**src/rtl/tank_bullet_ctrl.sv**
```systemverilog
// rtl/tank_bullet_ctrl.sv - single-bullet launcher, mover and lifetime controller for the tank
// Optional feature macro: BULLET_AUTOFIRE_EN (held fire key relaunches on every return to IDLE)
module tank_bullet_ctrl #(
  parameter int TANK_SIZE       = 32,
  parameter int BULLET_SIZE     = 4,
  parameter int SPEED           = 8,
  parameter int COOLDOWN_FRAMES = 15,
  parameter int X_MAX           = 639,
  parameter int Y_MAX           = 479
) (
  input  logic        clk,
  input  logic        resetN,
  input  logic        startOfFrame,
  input  logic        fire,
  input  logic        up_direction,
  input  logic        down_direction,
  input  logic        right_direction,
  input  logic        left_direction,
  input  logic [10:0] tankTopLeftX,
  input  logic [10:0] tankTopLeftY,
  input  logic        collision,
  output logic [10:0] bulletTopLeftX,
  output logic [10:0] bulletTopLeftY,
  output logic        bulletActive,
  output logic        wasShoot,
  output logic        hitPulse
);

  typedef enum logic [1:0] {IDLE, FLYING, COOLDOWN} state_t;
  typedef enum logic [1:0] {DIR_UP, DIR_DOWN, DIR_LEFT, DIR_RIGHT} dir_t;

  localparam int CW = $clog2(COOLDOWN_FRAMES + 2);

  // All geometry is done in 12-bit signed so that off-frame positions show up as negatives
  localparam logic signed [11:0] OFS  = 12'((TANK_SIZE - BULLET_SIZE) / 2);
  localparam logic signed [11:0] TS12 = 12'(TANK_SIZE);
  localparam logic signed [11:0] BS12 = 12'(BULLET_SIZE);
  localparam logic signed [11:0] SP12 = 12'(SPEED);
  localparam logic signed [11:0] XM12 = 12'(X_MAX);
  localparam logic signed [11:0] YM12 = 12'(Y_MAX);

  state_t            state;
  dir_t              facing;
  dir_t              bullet_dir;
  logic              fire_d;
  logic              pending;
  logic [CW-1:0]     cd_cnt;

  logic              fire_rise;
  logic              pend_set;
  logic [3:0]        keys;
  logic signed [11:0] tx, ty, cx, cy;
  logic signed [11:0] sx, sy, nx, ny;
  logic              spawn_oob;
  logic              next_oob;

  // True when any part of a bullet placed at (x,y) would fall outside the visible frame
  function automatic logic off_frame(input logic signed [11:0] x, input logic signed [11:0] y);
    off_frame = (x < 12'sd0) || (y < 12'sd0) ||
                ((x + BS12 - 12'sd1) > XM12) || ((y + BS12 - 12'sd1) > YM12);
  endfunction

  assign fire_rise = fire & ~fire_d;
`ifdef BULLET_AUTOFIRE_EN
  assign pend_set  = fire;
`else
  assign pend_set  = fire_rise;
`endif

  assign keys = {up_direction, down_direction, left_direction, right_direction};
  assign tx   = $signed({1'b0, tankTopLeftX});
  assign ty   = $signed({1'b0, tankTopLeftY});
  assign cx   = $signed({1'b0, bulletTopLeftX});
  assign cy   = $signed({1'b0, bulletTopLeftY});

  // Spawn point: centred on the tank edge the tank is facing, just outside the sprite
  always_comb begin
    sx = tx + OFS;
    sy = ty - BS12;
    case (facing)
      DIR_DOWN:  sy = ty + TS12;
      DIR_LEFT:  begin sx = tx - BS12; sy = ty + OFS; end
      DIR_RIGHT: begin sx = tx + TS12; sy = ty + OFS; end
      default:   ;
    endcase
    spawn_oob = off_frame(sx, sy);
  end

  // Candidate position one frame ahead along the latched bullet direction
  always_comb begin
    nx = cx;
    ny = cy;
    case (bullet_dir)
      DIR_UP:    ny = cy - SP12;
      DIR_DOWN:  ny = cy + SP12;
      DIR_LEFT:  nx = cx - SP12;
      DIR_RIGHT: nx = cx + SP12;
      default:   ;
    endcase
    next_oob = off_frame(nx, ny);
  end

  // Facing follows a single unambiguous key; fire is delayed one cycle for edge detection
  always_ff @(posedge clk or negedge resetN) begin
    if (!resetN) begin
      facing <= DIR_UP;
      fire_d <= 1'b0;
    end else begin
      fire_d <= fire;
      case (keys)
        4'b1000: facing <= DIR_UP;
        4'b0100: facing <= DIR_DOWN;
        4'b0010: facing <= DIR_LEFT;
        4'b0001: facing <= DIR_RIGHT;
        default: ;
      endcase
    end
  end

  // Bullet lifetime FSM with registered position, active flag and event pulses
  always_ff @(posedge clk or negedge resetN) begin
    if (!resetN) begin
      state          <= IDLE;
      bullet_dir     <= DIR_UP;
      pending        <= 1'b0;
      cd_cnt         <= '0;
      bulletTopLeftX <= '0;
      bulletTopLeftY <= '0;
      bulletActive   <= 1'b0;
      wasShoot       <= 1'b0;
      hitPulse       <= 1'b0;
    end else begin
      wasShoot <= 1'b0;
      hitPulse <= 1'b0;
      case (state)
        IDLE: begin
          if (startOfFrame && pending) begin
            // A launch attempt always consumes the request, even when the spawn is off-frame
            pending <= 1'b0;
            if (!spawn_oob) begin
              bulletTopLeftX <= sx[10:0];
              bulletTopLeftY <= sy[10:0];
              bullet_dir     <= facing;
              bulletActive   <= 1'b1;
              wasShoot       <= 1'b1;
              state          <= FLYING;
            end
          end else if (pend_set) begin
            pending <= 1'b1;
          end
        end
        FLYING: begin
          if (collision) begin
            // Collision takes priority over a move in the same cycle
            hitPulse     <= 1'b1;
            bulletActive <= 1'b0;
            cd_cnt       <= CW'(COOLDOWN_FRAMES);
            state        <= COOLDOWN;
          end else if (startOfFrame) begin
            if (next_oob) begin
              bulletActive <= 1'b0;
              cd_cnt       <= CW'(COOLDOWN_FRAMES);
              state        <= COOLDOWN;
            end else begin
              bulletTopLeftX <= nx[10:0];
              bulletTopLeftY <= ny[10:0];
            end
          end
        end
        COOLDOWN: begin
          if (cd_cnt == '0) begin
            state <= IDLE;
          end else if (startOfFrame) begin
            cd_cnt <= cd_cnt - CW'(1);
          end
        end
        default: state <= IDLE;
      endcase
    end
  end

endmodule

```
**config.mk**
```make
export PLATFORM = sky130hd
export DESIGN_NAME = tank_bullet_ctrl
export DESIGN_NICKNAME = d
export VERILOG_FILES = /design/src/rtl/tank_bullet_ctrl.sv
export SDC_FILE = /design/constraint.sdc
export NUM_CORES = 1
export LEC_CHECK = 0
export BUFFER_PORTS_ARGS = -buffer_cell sky130_fd_sc_hd__buf_2
export CAP_MARGIN = 15
export CELL_PAD_IN_SITES_DETAIL_PLACEMENT = 0
export CELL_PAD_IN_SITES_GLOBAL_PLACEMENT = 1
export CORE_MARGIN = 5
export CORE_UTILIZATION = 35
export DETAILED_ROUTE_END_ITERATION = 10
export PLACE_DENSITY_LB_ADDON = 0.1
export SLEW_MARGIN = 20
export SYNTH_ARGS = -nofsm -noshare
export SYNTH_HDL_FRONTEND = slang
export SYNTH_SLANG_ARGS = --single-unit
export TNS_END_PERCENT = 10
```
**constraint.sdc**
```tcl
create_clock -name clk -period 12.35 [get_ports clk]
set_clock_uncertainty 0.2 [all_clocks]
set_input_delay 1.235 -clock clk [delete_from_list [all_inputs] [get_ports clk]]
set_output_delay 1.235 -clock clk [all_outputs]
set_load 0.02 [all_outputs]
```
; Word level (Yosys, flattened, before mapping)
; Cells that the tools add are included.
[classes]
div = 0
n_bitwise = 3
n_addsub = 19
n_mux = 43
magnitude_cmp = 8
shifts = 0
n_reduce_logical = 21
n_eq_ne = 22
mul = 0
[ops]
columns = operator, n
row1 = $mux 11, 10
row2 = $pmux 12 s2, 4
row3 = $add 11x4->12 const B, 4
row4 = $add 12x4->12 const B, 4
row5 = $lt 12x1->1 const B, 4
row6 = $sub 12x2->12 const B, 4
row7 = $pmux 11 s2, 2
row8 = $mux 5, 5
row9 = $add 11x6->12 const B, 2
row10 = $gt 12x10->1 const B, 2
row11 = $gt 12x11->1 const B, 2
row12 = $sub 11x3->12 const B, 2
row13 = $sub 11x4->12 const B, 2
row14 = $ne 2x2->1 const B, 8
row15 = $reduce_and 5->1, 3
row16 = $mux 1, 12
row17 = $mux 2, 6
row18 = $eq 2x2->1 const B, 5
row19 = $pmux 5 s2, 1
row20 = $pmux 2 s4, 1
row21 = $eq 2x1->1 const B, 3
row22 = $logic_or 1x1->1, 6
row23 = $ne 3x3->1 const B, 2
row24 = $pmux 2 s3, 1
row25 = other kinds (17), 21
[word_totals]
ramBits = 0
n_memories = 0
register_bits = 38
latchBits = 0
mem_bits_ro = 0

; Logic depth before layout (Yosys ltp)
[depth]
word_depth = 11
mapped_depth = 16
depth_no_buf = 13

; Least setup slack after synthesis
; No wires, ideal clock.
[synth_path]
path_type = input to register
from = in tankTopLeftX[2]
to = reg bulletTopLeftY[9]
path_buffers = 1
setup_ns = 0.128
stages = 13
required_time_ns = 12.022
path_slack_ns = 8.031
arrival_ns = 3.992
path_cell_list = inv_1 > ha_1 > or4b_4 > nand2_1 > a21oi_1 > o22ai_2 > or4b_1 > nor4bb_1 > o31ai_4 > inv_4 > a21oi_4 > buf_6 > mux2_1
[synth_via]
elab_chain_len = 9
word_cells_on_any_way = 13
cone_classes = 5 x add/sub / 2 x order compare / 1 x eq/ne / 1 x mux / 4 x reduce/logical
[synth_lines]
columns = element, line_no
row1 = "start, declared", 19  ; input logic [10:0] tankTopLeftX,
row2 = $add 11x4->12 (tied with other cells), 78  ; sx = tx + OFS;
row3 = $pmux 12 s2 (*), 80  ; case (facing)
row4 = $add 12x4->12, 60  ; ((x + BS12 - 12'sd1) > XM12) || ((y + BS12 - 12'sd1) > YM12);
row5 = $sub 12x2->12, 60
row6 = $gt 12x11->1, 60
row7 = $logic_or 1x1->1 (*), 59  ; off_frame = (x < 12'sd0) || (y < 12'sd0) ||
row8 = $logic_or 1x1->1 (*), 60
row9 = $ne 2x2->1 (no source line) (*), n/a
row10 = $reduce_and 6->1 (no source line) (*), n/a
row11 = "end signal, assigned", 142  ; bulletTopLeftY <= sy[10:0];
row12 = "end signal, assigned", 166  ; bulletTopLeftY <= ny[10:0];
row13 = "end, declared", 23  ; output logic [10:0] bulletTopLeftY,
; Every way passes the cells marked *; elsewhere a longest branch is shown, timed or not.
; A chain may end at the register's enable or synchronous reset.

; Worst setup path after layout
[layout_path]
from = in tankTopLeftX[2]
to = reg bulletTopLeftX[5]
[layout_via]
elab_chain_len = 9
word_cells_on_any_way = 16
cone_classes = 5 x add/sub / 2 x order compare / 1 x eq/ne / 4 x mux / 4 x reduce/logical
[layout_lines]
columns = element, line_no
row1 = $add 11x4->12 (tied with other cells), 78
row2 = $pmux 12 s2 (*), 80
row3 = $add 12x4->12, 60
row4 = $sub 12x2->12, 60
row5 = $gt 12x11->1, 60
row6 = $logic_or 1x1->1, 59
row7 = $logic_or 1x1->1, 60
row8 = $ne 2x2->1 (no source line), n/a
row9 = $reduce_and 6->1 (no source line), n/a
row10 = "end signal, assigned", 141  ; bulletTopLeftX <= sx[10:0];
row11 = "end signal, assigned", 165  ; bulletTopLeftX <= nx[10:0];
row12 = "end, declared", 22  ; output logic [10:0] bulletTopLeftX,
; Every way passes the cells marked *; elsewhere a longest branch is shown, timed or not. The select of a mux whose other input is x is not followed.

==> flow_metrics.env <==
export IMPL_status="complete, no violations"
export IMPL_yosys_area_top_type="dfrtp_1"
export IMPL_endpoint="bulletTopLeftX[5]"
export IMPL_ios=56
export IMPL_synth_fa_ha_area_share_pct=10.3
export IMPL_startpoint="tankTopLeftX[2]"
export IMPL_pwr_share_clk_pct=9.9
export IMPL_final_common_cell="buf_2"
export IMPL_cp_depth=13
export IMPL_drt_iter0_drc=130
export IMPL_final_cell_mix="55 x buf_2, 50 x nand2_1, 38 x o21ai_0, 38 x dfrtp_1, 36 x nor2_1"
export IMPL_yosys_area_top_type_share_pct=24.4
export IMPL_post_route_min_period_ns=4.82
export IMPL_synth_nets=547
export IMPL_crit_type="input pin to flip-flop"
export IMPL_cp_end_kind="flip-flop"
export IMPL_multiInputGateArea_um2=2750
export IMPL_slew_headroom_pct=38.4
export IMPL_vias=3764
export IMPL_cts_tree="yes"
export IMPL_cts_root_buf="clkbuf_8"
export IMPL_post_cts_buffers=0
export IMPL_clkTransAtPathRegs_ns=0.08
export IMPL_finalPower_w=0.00106
export IMPL_antenna_left=0
export IMPL_p_int_w=0.000524
export IMPL_antenna_found_initial=0
export IMPL_synth_cell_types=73
export IMPL_power_density_nw_per_um2=242
export IMPL_route_detailed_drc=0
export IMPL_min_period_over_period_pct=39.1
export IMPL_synthArstFlopShare_pct=100
export IMPL_power_leakage_nw=1.94
export IMPL_ff2ff_setup_slack_ns=7.67
export IMPL_ctsHoldBuffers=0
export IMPL_synthCells=485
export IMPL_io_buffers=55
export IMPL_synth_xor_area_share_pct=5.38
export IMPL_rsz0062_at_grt="false"
export IMPL_max_cap_violations=0
export IMPL_worstPathArrival_ns=4.80
export IMPL_crit_fanout=16
export IMPL_viasPerCell=5.58
export IMPL_ff_latch_area_um2=951
export IMPL_hpwl_um=8780
export IMPL_num_antenna_cells=0
export IMPL_ys_seq_area_share_pct=24.4
export IMPL_vdd_ir_drop_max_uv=147
export IMPL_die_area_um2=13400
export IMPL_synth_compound_area_share_pct=26.5
export IMPL_synthFlopType="dfrtp_1"
export IMPL_worstSkewPairLatency_ns=0.29
export IMPL_slew_viol_final=0
export IMPL_tightest_slew_ns=0.924
export IMPL_drt_pass1_iter_count=4
export IMPL_grt_use_total_pct=17.6
export IMPL_synthesis_area_um2=3900
export IMPL_critPathLaunchType="input pin"
export IMPL_fmax_mhz=207
export IMPL_yosysWarnings=0
export IMPL_ys_ff_latch=38
export IMPL_rows=38
export IMPL_crit_chain="buf_2 -> inv_1 -> ha_1 -> or4b_4 -> or4_1 -> o21ai_1 -> a21oi_1 -> xnor2_1 -> nor4bb_1 -> o31ai_4 -> inv_4 -> a21oi_4 -> mux2_2"
export IMPL_r2r_end="cd_cnt[0]"
export IMPL_grt_max_degree=39
export IMPL_holdCritPathClass="flip-flop to flip-flop"
export IMPL_synth_edff_count=0
export IMPL_comb_power_share_pct=68.4
export IMPL_htreeDepth=2
export IMPL_critPathRequiredTime_ns=12.32
export IMPL_die_h_um=116
export IMPL_swShare_pct=50.7
export IMPL_cpPeakStageDelay_ns=0.70
export IMPL_wl_per_cell_um=16.7
export IMPL_grt_pass1_wl_um=19100
export IMPL_final_core_util_pct=40.4
export IMPL_numCtsBuffers=5
export IMPL_grt_overflow=0
export IMPL_synthTopCellsByArea="dfrtp_1 24%, ha_1 9.3%, o21ai_0 4.9%, nand2_1 4.8%, nor2_1 3.5%"
export IMPL_finalSetupViolations=0
export IMPL_seqPwrFrac_pct=21.7
export IMPL_die_w_um=116
export IMPL_clockBufferDepth=2
export IMPL_gp_congestion=0.832
export IMPL_fillers=1122
export IMPL_crit_buf_inv=3
export IMPL_finalHoldViolations=0
export IMPL_avgSynthCellArea_um2=8.05
export IMPL_synth_simple_area_share_pct=24.1
export IMPL_slowest_stage="o31ai_4"
export IMPL_fin_nets=595
export IMPL_drive_gt1_share_pct=15.9
export IMPL_crit_family="compound AO/OA/AOI/OAI gates"
export IMPL_clkSinkCount=38
export IMPL_area_delta_synth_final_pct=12.7
export IMPL_first_global_vias=3765
export IMPL_fin_setup_tns_ns=0
export IMPL_post_cts_resized=0
export IMPL_p_sw_w=0.000539
export IMPL_start_util_pct=35.9
export IMPL_synth_top_family_by_area="compound AO/OA/AOI/OAI gates"
export IMPL_r2r_cells=14
export IMPL_finalWirelength_um=11200
export IMPL_timing_rr_start="bullet_dir[1]"
export IMPL_synth_mux_area_share_pct=4.10
export IMPL_coreArea_um2=10900
## sequential cells by signal, indices dropped and copies added (netlist names), 2 cells and up
name            cells
facing              2
cd_cnt              5
bulletTopLeftX     11
bullet_dir          2
bulletTopLeftY     11
state               2
## area by class of cell
cell class,instances,share of cell area (%)
inverters,31,2.70
clock inverters,1,0.683
multi-input cells,399,62.5
clock buffers,7,1.73
flip-flops and latches,38,21.6
well taps,140,3.98
repair buffers,58,6.77
## worst reg2reg max path, stage by stage, from the launching register on
cell      delay [ns]
dfrtp_1         0.52
buf_4           0.35
inv_1           0.25
nand2_1         0.31
inv_1           0.10
fa_1            0.40
nand2b_1        0.18
a21oi_1         0.24
nor3_1          0.08
nor3_1          0.39
o211a_1         0.21
a31oi_1         0.07
o311ai_0        0.82
nor2b_1         0.31
mux2i_1         0.11
## worst min path at each step
stage / slack, ns / start / end / cells after the start
floorplan: 0.26 / cd_cnt[3] / cd_cnt[3] / 1
global placement: 0.27 / pending / pending / 1
detailed placement: 0.28 / cd_cnt[3] / cd_cnt[3] / 1
CTS: 0.29 / cd_cnt[3] / cd_cnt[3] / 1
global route: 0.32 / pending / pending / 1
finish: 0.29 / cd_cnt[3] / cd_cnt[3] / 1
## logic make-up (layout without fill, tap and decap cells)
| group | after synthesis | count (layout) |
|---|---|---|
| and+or+nand+nor | 179 | 179 |
| AOI/OAI and AO/OA | 150 | 150 |
| buffers and inverters | 48 | 97 |
| DFF | 38 | 38 |
| adders and majority gates | 31 | 31 |
| xor gates and xnor gates | 24 | 24 |
| muxes | 15 | 15 |
## cell usage after synthesis, types with 8 or more instances
cell type   n
nand2_1    50
dfrtp_1    38
o21ai_0    38
nor2_1     36
ha_1       29
inv_1      29
a21oi_1    23
nor3_1     18
xnor2_1    12
xor2_1     12
nor2b_1    10
clkbuf_1    9
nand3_1     8
o21a_1      8
o2bb2ai_1   8
## through the flow
stage          std cells  hold WS (ns)  area (um^2)  worst slack (ns)
4_1_cts              674         0.293         4400              7.55
3_5_place_dp         666         0.283         4290              7.26
2_1_floorplan        485         0.256         3910              8.03
5_1_grt              674         0.316         4400              7.21
3_3_place_gp         666         0.272         4290              7.35
6_report             674         0.285         4400              7.53
## routing by layer
metal	part of all wire, %	global-route usage, %
met4	1.3	3.40
met5	0	0
met2	48	30.0
met3	2.9	2.51
met1	48	24.1
## power groups by stage
stage	Sequential, W	Clock (W)	Combinational (W)
after floorplan	0.000254	0	0.000514
after global placement	0.000234	0	0.000726
after detailed placement	0.000236	0	0.000728
after CTS	0.000233	0.000108	0.000732
after global routing	0.000242	0.000114	0.000819
final	0.000231	0.000105	0.000727
No activity file was read; power rests on OpenSTA's default activity.
